### config.mk
export PLATFORM = sky130hd
export DESIGN_NAME = os_tx_scheduler
export DESIGN_NICKNAME = d
export VERILOG_FILES = /design/src/rtl/pcie_os_pkg.sv /design/src/rtl/skp_timer.sv /design/src/rtl/os_tx_scheduler.sv
export SDC_FILE = /design/constraint.sdc
export NUM_CORES = 1
export LEC_CHECK = 0
export CORE_UTILIZATION = 51
export CTS_CLUSTER_DIAMETER = 150
export CTS_CLUSTER_SIZE = 20
export DETAILED_ROUTE_END_ITERATION = 7
export GPL_TIMING_DRIVEN = 0
export HOLD_SLACK_MARGIN = 0.02
export PLACE_DENSITY_LB_ADDON = 0.3
export SETUP_SLACK_MARGIN = 0.05
export SYNTH_ARGS = -nofsm -noshare
export SYNTH_HDL_FRONTEND = slang
export SYNTH_HIERARCHICAL = 1
export SYNTH_SLANG_ARGS = --single-unit
export TNS_END_PERCENT = 10
### constraint.sdc
create_clock -name clk -period 1.95 [get_ports clk]
set_clock_uncertainty 0.05 [all_clocks]
set_input_delay 0.2925 -clock clk [delete_from_list [all_inputs] [get_ports clk]]
set_output_delay 0.2925 -clock clk [all_outputs]
set_load 0.005 [all_outputs]
### src/rtl/pcie_os_pkg.sv
// Shared ordered-set encodings, scheduler states and generation constants.
package pcie_os_pkg;

   // Ordered-set type presented to the downstream OS generator
   typedef enum logic [2:0] {
      OsNone  = 3'd0,
      OsTs1   = 3'd1,
      OsTs2   = 3'd2,
      OsSkp   = 3'd3,
      OsEios  = 3'd4,
      OsEieos = 3'd5
   } os_type_e;

   typedef enum logic [1:0] {
      StIdle     = 2'd0,
      StTsBurst  = 2'd1,
      StElecIdle = 2'd2
   } sched_state_e;

   // First generation that needs EIEOS framing around TS1 bursts
   localparam logic [2:0] GEN3 = 3'd3;

   function automatic logic is_ts(input os_type_e t);
      return (t == OsTs1) || (t == OsTs2);
   endfunction

endpackage

### src/rtl/skp_timer.sv
// SKP interval timer with a single-entry pending flag.
module skp_timer #(
   parameter int unsigned Interval = 370
) (
   input  logic i_clk,
   input  logic i_reset,
   input  logic i_hold,
   input  logic i_flush,
   input  logic i_clr,
   output logic o_pending
);

   localparam int unsigned CntW = (Interval > 1) ? $clog2(Interval) : 1;

   logic [CntW-1:0] r_cnt;
   logic            r_pending;
   logic            w_expire;

   assign w_expire  = r_cnt == CntW'(Interval - 1);
   assign o_pending = r_pending;

   // Free-running count outside electrical idle; expiry while pending does not stack.
   always_ff @(posedge i_clk or negedge i_reset) begin
      if (!i_reset) begin
         r_cnt     <= '0;
         r_pending <= 1'b0;
      end else if (i_flush) begin
         r_cnt     <= '0;
         r_pending <= 1'b0;
      end else if (i_hold) begin
         r_cnt     <= '0;
      end else begin
         r_cnt     <= w_expire ? '0 : r_cnt + CntW'(1);
         // Expiry wins over a coinciding SKP accept
         r_pending <= w_expire | (r_pending & ~i_clr);
      end
   end

endmodule

### src/rtl/os_tx_scheduler.sv
// Ordered-set transmit scheduler: arbitrates EIOS > SKP > EIEOS > TS onto a
// valid/ready request channel and tracks TS bursts.
module os_tx_scheduler
   import pcie_os_pkg::*;
#(
   parameter int unsigned SKP_INTERVAL   = 370,
   parameter int unsigned EIEOS_INTERVAL = 32,
   parameter int unsigned COUNT_W        = 11
) (
   input  logic               clk,
   input  logic               reset,
   input  logic [2:0]         gen,
   input  logic               tsReq,
   input  logic               tsType,
   input  logic [COUNT_W-1:0] tsCount,
   input  logic               eiosReq,
   input  logic               osReady,
   output logic               osValid,
   output logic [2:0]         osType,
   output logic               tsDone,
   output logic               eiosDone,
   output logic               skpPending
);

   localparam int unsigned EiW = (EIEOS_INTERVAL < 1) ? 1 : $clog2(EIEOS_INTERVAL + 1);

   sched_state_e       r_state, w_state_d;
   logic               r_os_valid, w_os_valid_d;
   os_type_e           r_os_type, w_os_type_d;
   logic               r_ts_type, w_ts_type_d;
   logic [COUNT_W-1:0] r_count, w_count_d;
   logic [COUNT_W-1:0] r_sent, w_sent_d;
   logic [EiW-1:0]     r_ts1_cnt, w_ts1_cnt_d;
   logic               r_first, w_first_d;
   logic               r_eios_pend, w_eios_pend_d;
   logic               r_ts_done, w_ts_done_d;
   logic               r_eios_done;

   logic w_accept, w_decide, w_acc_ts, w_acc_ts1, w_acc_skp, w_acc_eios, w_acc_eieos;
   logic w_burst_end, w_start, w_need_eieos, w_skp_pending, w_hold;

   assign w_accept    = r_os_valid & osReady;
   assign w_decide    = ~r_os_valid | osReady;
   assign w_acc_ts    = w_accept & is_ts(r_os_type);
   assign w_acc_ts1   = w_accept & (r_os_type == OsTs1);
   assign w_acc_skp   = w_accept & (r_os_type == OsSkp);
   assign w_acc_eios  = w_accept & (r_os_type == OsEios);
   assign w_acc_eieos = w_accept & (r_os_type == OsEieos);
   assign w_burst_end = w_acc_ts & (r_count != '0) & ((r_sent + COUNT_W'(1)) == r_count);
   assign w_hold      = r_state == StElecIdle;

   skp_timer #(
      .Interval (SKP_INTERVAL)
   ) u_skp_timer (
      .i_clk     (clk),
      .i_reset   (reset),
      .i_hold    (w_hold),
      .i_flush   (w_acc_eios),
      .i_clr     (w_acc_skp),
      .o_pending (w_skp_pending)
   );

   // Next-state: burst bookkeeping, state transitions, then arbitration at decision points.
   always_comb begin
      w_state_d     = r_state;
      w_ts_type_d   = r_ts_type;
      w_count_d     = r_count;
      w_sent_d      = r_sent;
      w_ts1_cnt_d   = r_ts1_cnt;
      w_first_d     = r_first;
      w_ts_done_d   = 1'b0;
      w_os_valid_d  = r_os_valid;
      w_os_type_d   = r_os_type;
      w_start       = 1'b0;
      // Requests arriving in electrical idle are already satisfied
      w_eios_pend_d = (r_eios_pend | (eiosReq & (r_state != StElecIdle))) & ~w_acc_eios;

      if (w_acc_ts) w_sent_d = r_sent + COUNT_W'(1);
      if (w_acc_ts1 && (r_ts1_cnt < EiW'(EIEOS_INTERVAL))) w_ts1_cnt_d = r_ts1_cnt + EiW'(1);
      if (w_acc_eieos) begin
         w_ts1_cnt_d = '0;
         w_first_d   = 1'b0;
      end

      unique case (r_state)
         StIdle: begin
            if (w_acc_eios) w_state_d = StElecIdle;
            else if (tsReq) w_start = 1'b1;
         end
         StTsBurst: begin
            if (w_acc_eios) begin
               w_state_d = StElecIdle;
            end else if (w_burst_end) begin
               w_state_d   = StIdle;
               w_ts_done_d = 1'b1;
            end else if (!tsReq && w_decide) begin
               w_state_d = StIdle;
            end
         end
         StElecIdle: begin
            if (tsReq) w_start = 1'b1;
         end
         default: w_state_d = StIdle;
      endcase

      if (w_start) begin
         w_state_d   = StTsBurst;
         w_ts_type_d = tsType;
         w_count_d   = tsCount;
         w_sent_d    = '0;
         w_ts1_cnt_d = '0;
         w_first_d   = 1'b1;
      end

      w_need_eieos = !w_ts_type_d && (gen >= GEN3) &&
                     (w_first_d || (w_ts1_cnt_d >= EiW'(EIEOS_INTERVAL)));

      if (w_decide) begin
         w_os_valid_d = 1'b0;
         w_os_type_d  = OsNone;
         if (w_state_d != StElecIdle) begin
            if (w_eios_pend_d) begin
               w_os_valid_d = 1'b1;
               w_os_type_d  = OsEios;
            end else if (w_skp_pending && !w_acc_skp) begin
               w_os_valid_d = 1'b1;
               w_os_type_d  = OsSkp;
            end else if (w_state_d == StTsBurst && w_need_eieos) begin
               w_os_valid_d = 1'b1;
               w_os_type_d  = OsEieos;
            end else if (w_state_d == StTsBurst) begin
               w_os_valid_d = 1'b1;
               w_os_type_d  = w_ts_type_d ? OsTs2 : OsTs1;
            end
         end
      end
   end

   // State and output registers
   always_ff @(posedge clk or negedge reset) begin
      if (!reset) begin
         r_state     <= StIdle;
         r_os_valid  <= 1'b0;
         r_os_type   <= OsNone;
         r_ts_type   <= 1'b0;
         r_count     <= '0;
         r_sent      <= '0;
         r_ts1_cnt   <= '0;
         r_first     <= 1'b0;
         r_eios_pend <= 1'b0;
         r_ts_done   <= 1'b0;
         r_eios_done <= 1'b0;
      end else begin
         r_state     <= w_state_d;
         r_os_valid  <= w_os_valid_d;
         r_os_type   <= w_os_type_d;
         r_ts_type   <= w_ts_type_d;
         r_count     <= w_count_d;
         r_sent      <= w_sent_d;
         r_ts1_cnt   <= w_ts1_cnt_d;
         r_first     <= w_first_d;
         r_eios_pend <= w_eios_pend_d;
         r_ts_done   <= w_ts_done_d;
         r_eios_done <= w_acc_eios;
      end
   end

   assign osValid    = r_os_valid;
   assign osType     = r_os_type;
   assign tsDone     = r_ts_done;
   assign eiosDone   = r_eios_done;
   assign skpPending = w_skp_pending;

endmodule

==> run_results.csv <==
group,metric,value,unit
detailed_routing,drt_iter0_markers,165,
clocking,clock_tree_from_tritoncts,"yes",
global_route,grt_util_all_layers,0.242,
setup_path,timing.critical_path.fanout_max,6,
detailed_routing,final_antenna_net_count,0,
yosys,synth.top_cells.by_count,"sky130_fd_sc_hd__nand2_1, sky130_fd_sc_hd__dfrtp_1, sky130_fd_sc_hd__nor2_1",
setup_path,timing.critical_path.mode_cell,"sky130_fd_sc_hd__and3_1",
placement,port-buffer-count,26,
clocking,max-clock-path-buffers,2,
placement,place_hpwl,4210,um
clocking,cts.htree.levels,2,
timing,min_period,2.03,ns
setup_path,timing.critical_path.arrival,2.15,ns
timing,max_clock_freq,0.494,GHz
placement,globalplace.congestion,0.872,
yosys,syn_nets,311,
setup_path,start_kind,"register",
setup_path,timing_worst_setup_path_type,"register to register",
yosys,asyncSetResetFlopFracSynth,1.00,
global_route,global_route_wire_length_before_repair,9850,um
detailed_routing,drt-vias-per-instance,5.53,
timing,setup_violations,6,
run_status,violations,"negative setup slack",
floorplan,dieHeight,73.8,um
finish,finish.net_count,353,
floorplan,area_of_the_core,4850,um^2
finish,final_util,0.668,
global_route,grt_pass1_vias,2128,
detailed_routing,totalWireLength,6020,um
timing,unrepaired_setup_endpoints_after_global_routing,"true",
floorplan,die-width,73.8,um
yosys,synthDominantAreaCellType,"sky130_fd_sc_hd__dfrtp_1",
yosys,syn_avg_cell_area,9.15,um^2
timing,hold_violations,0,
power_and_ir_drop,power.share.sequential,0.417,
power_and_ir_drop,power_per_cell_area,1210,nW/um^2
timing,tightest_slew,0.671,ns
yosys,post_synth_num_cell_types,49,
clocking,cts.clk_slew.worst_paths,0.09,ns
global_route,grt.overflow.total,0,
yosys,number_of_standard_cells_after_synthesis,287,
run,max-cap-violations,0,
detailed_routing,met2WireLength,3020,um
detailed_routing,routed-via-count,2188,
timing,timing_max_transition_violations_final,0,
power_and_ir_drop,pwr-share-clk,0.181,
setup_path,slowest_delay,0.46,ns
setup_path,critical_path.cell_chain,"and3_1 > and3_1 > xnor2_1 > a2111oi_4 > o2111a_2 > o31ai_1",
yosys,synth.area.top_cells,"sky130_fd_sc_hd__dfrtp_1, sky130_fd_sc_hd__nand2_1, sky130_fd_sc_hd__xnor2_1, sky130_fd_sc_hd__nor2_1, sky130_fd_sc_hd__xor2_1",
yosys,syn_area,2630,um^2
detailed_routing,met3RoutedLength,263,um
setup_path,critPathRequiredTime,2.07,ns
hold_path,timing.hold.worst.class,"primary input to async pin",
power_and_ir_drop,p_total,3.91,mW
finish,final_cell_count_no_fill,396,
yosys,number_of_enable_type_register_cells_in_the_synthesized_netlist,0,
power_and_ir_drop,switchingPower,1.51,mW
detailed_routing,first_pass_detailed_route_iteration_total,5,
detailed_routing,remaining_drc_errors,0,
clocking,clock_latency,0.30,ns
yosys,dominantRegCellSynth,"sky130_fd_sc_hd__dfrtp_1",
timing,setup_ws_post_layout,-0.0754,ns
global_route,antenna_found_initial,0,
floorplan,area_enclosed_by_the_die_boundary,5440,um^2
floorplan,floorplan.io_pins,27,
floorplan,placementRows,25,
timing,post-route-period-util,1.04,
finish,drive_above_1_share,0.131,
power_and_ir_drop,p_comb_frac,0.402,
power_and_ir_drop,power_switching_share,0.387,
setup_path,cp_num_buf_inv,0,
floorplan,floorplan.initialDensity,0.542,
placement,place.detailed.instances,381,
setup_path,endpoint_kind,"register",
power_and_ir_drop,power.internal,2.40,mW
yosys,yosysWarnings,6,
timing,timing.setup.tns,-0.341,ns
yosys,ys_ff_latch,49,
timing,relSlewSlack,0.549,
detailed_routing,wire_per_inst,15.2,um
power_and_ir_drop,vdd.ir_drop.worst,840,uV
global_route,grt_start_max_net_pins,28,
placement,placement.setup.worst_slack,-0.632,ns
clocking,cts_root_buf,"sky130_fd_sc_hd__clkbuf_8",
finish,flow.area_growth_from_synthesis,23.2,%
finish,antenna-diode-count,0,
clocking,cts-buffers-inserted,5,
clocking,clock-sinks,49,
setup_path,critical-path-slowest-cell,"sky130_fd_sc_hd__dfrtp_1",
setup_path,worst_path_dominant_cell_family,"compound AO/OA/AOI/OAI gates",
yosys,seq_area_frac_synth,0.467,
power_and_ir_drop,cellLeakagePower,1.39,nW
detailed_routing,met1_length,2620,um
yosys,synth.top_cell.area_share,0.467,
yosys,yosysMostFrequentCell,"sky130_fd_sc_hd__nand2_1",
detailed_routing,route.top_layer_used,"met4",
run_status,status,"finished, violations left",
## worst paths after layout
path	cells past startpoint	start	endpoint	slack, ns
max	6	r_sent[2]$_DFFE_PN0P_	osType[1]$_DFFE_PN0N_	-0.08
max reg2reg	6	r_sent[2]$_DFFE_PN0P_	osType[1]$_DFFE_PN0N_	-0.08
min reg2reg	2	r_first$_DFF_PN0_	r_first$_DFF_PN0_	0.46
min	2	reset	osType[2]$_DFFE_PN0N_	0.44
min in group clk	3	tsCount[6]	r_count[6]$_DFFE_PN0N_	0.46
max in group asynchronous	3	reset	osType[1]$_DFFE_PN0N_	0.87
## layer usage
metal | vias to the layer above | global-route usage
met5 | - | 0
met4 | 0 | 0.0769
met3 | 9 | 0.0480
met2 | 49 | 0.410
met1 | 1050 | 0.312
li1 | 1080 | -
## layout make-up
cell class | instances | area (um^2)
flip-flops and latches | 49 | 1230
repair buffers | 35 | 337
clock buffers | 5 | 68.8
plain buffers | 5 | 22.5
multi-input cells | 227 | 1440
inverters | 6 | 22.5
well taps | 67 | 83.8
clock inverters | 2 | 35.0
fillers | 410 | 1610
## sequential cells by signal (all words and copies together), names as in the netlist, 2 cells and up
name,flops
osType,3
u_skp_timer/r_cnt,9
r_sent,11
r_state,2
r_ts1_cnt,6
r_count,11
## placed cells by master (no fill, tap or decap), types with 3 or more instances in the layout
cell                              instances
sky130_fd_sc_hd__a21o_1                   3
sky130_fd_sc_hd__a21oi_1                  7
sky130_fd_sc_hd__a31oi_1                  5
sky130_fd_sc_hd__and3_1                   3
sky130_fd_sc_hd__buf_4                    7
sky130_fd_sc_hd__clkbuf_8                 5
sky130_fd_sc_hd__clkdlybuf4s50_1         24
sky130_fd_sc_hd__dfrtp_1                 46
sky130_fd_sc_hd__dfrtp_2                  3
sky130_fd_sc_hd__ha_1                     3
sky130_fd_sc_hd__inv_1                    6
sky130_fd_sc_hd__nand2_1                 54
sky130_fd_sc_hd__nand2b_1                 5
sky130_fd_sc_hd__nand3_1                 11
sky130_fd_sc_hd__nand4_1                  6
sky130_fd_sc_hd__nor2_1                  32
sky130_fd_sc_hd__nor3_1                   5
sky130_fd_sc_hd__nor4_1                   5
sky130_fd_sc_hd__o21ai_0                  5
sky130_fd_sc_hd__o21ai_1                  7
sky130_fd_sc_hd__or2_2                    3
sky130_fd_sc_hd__or3_1                    3
sky130_fd_sc_hd__xnor2_1                 16
sky130_fd_sc_hd__xor2_1                  12
## metrics by stage
stage / area [um^2] / hold slack [ns]
4_1_cts: 3210 / 0.455
3_3_place_gp: 2990 / 0.416
5_1_grt: 3240 / 0.474
6_report: 3240 / 0.439
2_1_floorplan: 2650 / -0.0531
3_5_place_dp: 3010 / 0.251
## timing repair
item,in CTS,in global routing
resized for setup,17,7
setup endpoints to repair,22,27
setup buffers,6,1
pin swaps,7,3
endpoints found under the hold margin,22,0
hold buffers,1,0
## power groups by stage
stage               Combinational, mW  Sequential [mW]  Clock [mW]
floorplan                       0.989             1.56           0
global placement                 1.31             1.63           0
detailed placement               1.37             1.64           0
CTS                              1.52             1.63       0.720
global route                     1.74             1.68       0.753
finish                           1.57             1.63       0.706
## cells by family (layout without fill, tap and decap cells)
group | after synthesis | count (layout) | synth area share
simple gates | 148 | 148 | 0.278
buf+inv | 11 | 53 | 0.0162
fa+ha+maj | 4 | 4 | 0.0191
xor+xnor | 29 | 29 | 0.0967
compound gates | 44 | 44 | 0.115
flops | 49 | 49 | 0.467
mux | 2 | 2 | 0.00762
Note: power is estimated with default switching activity, not from simulation.
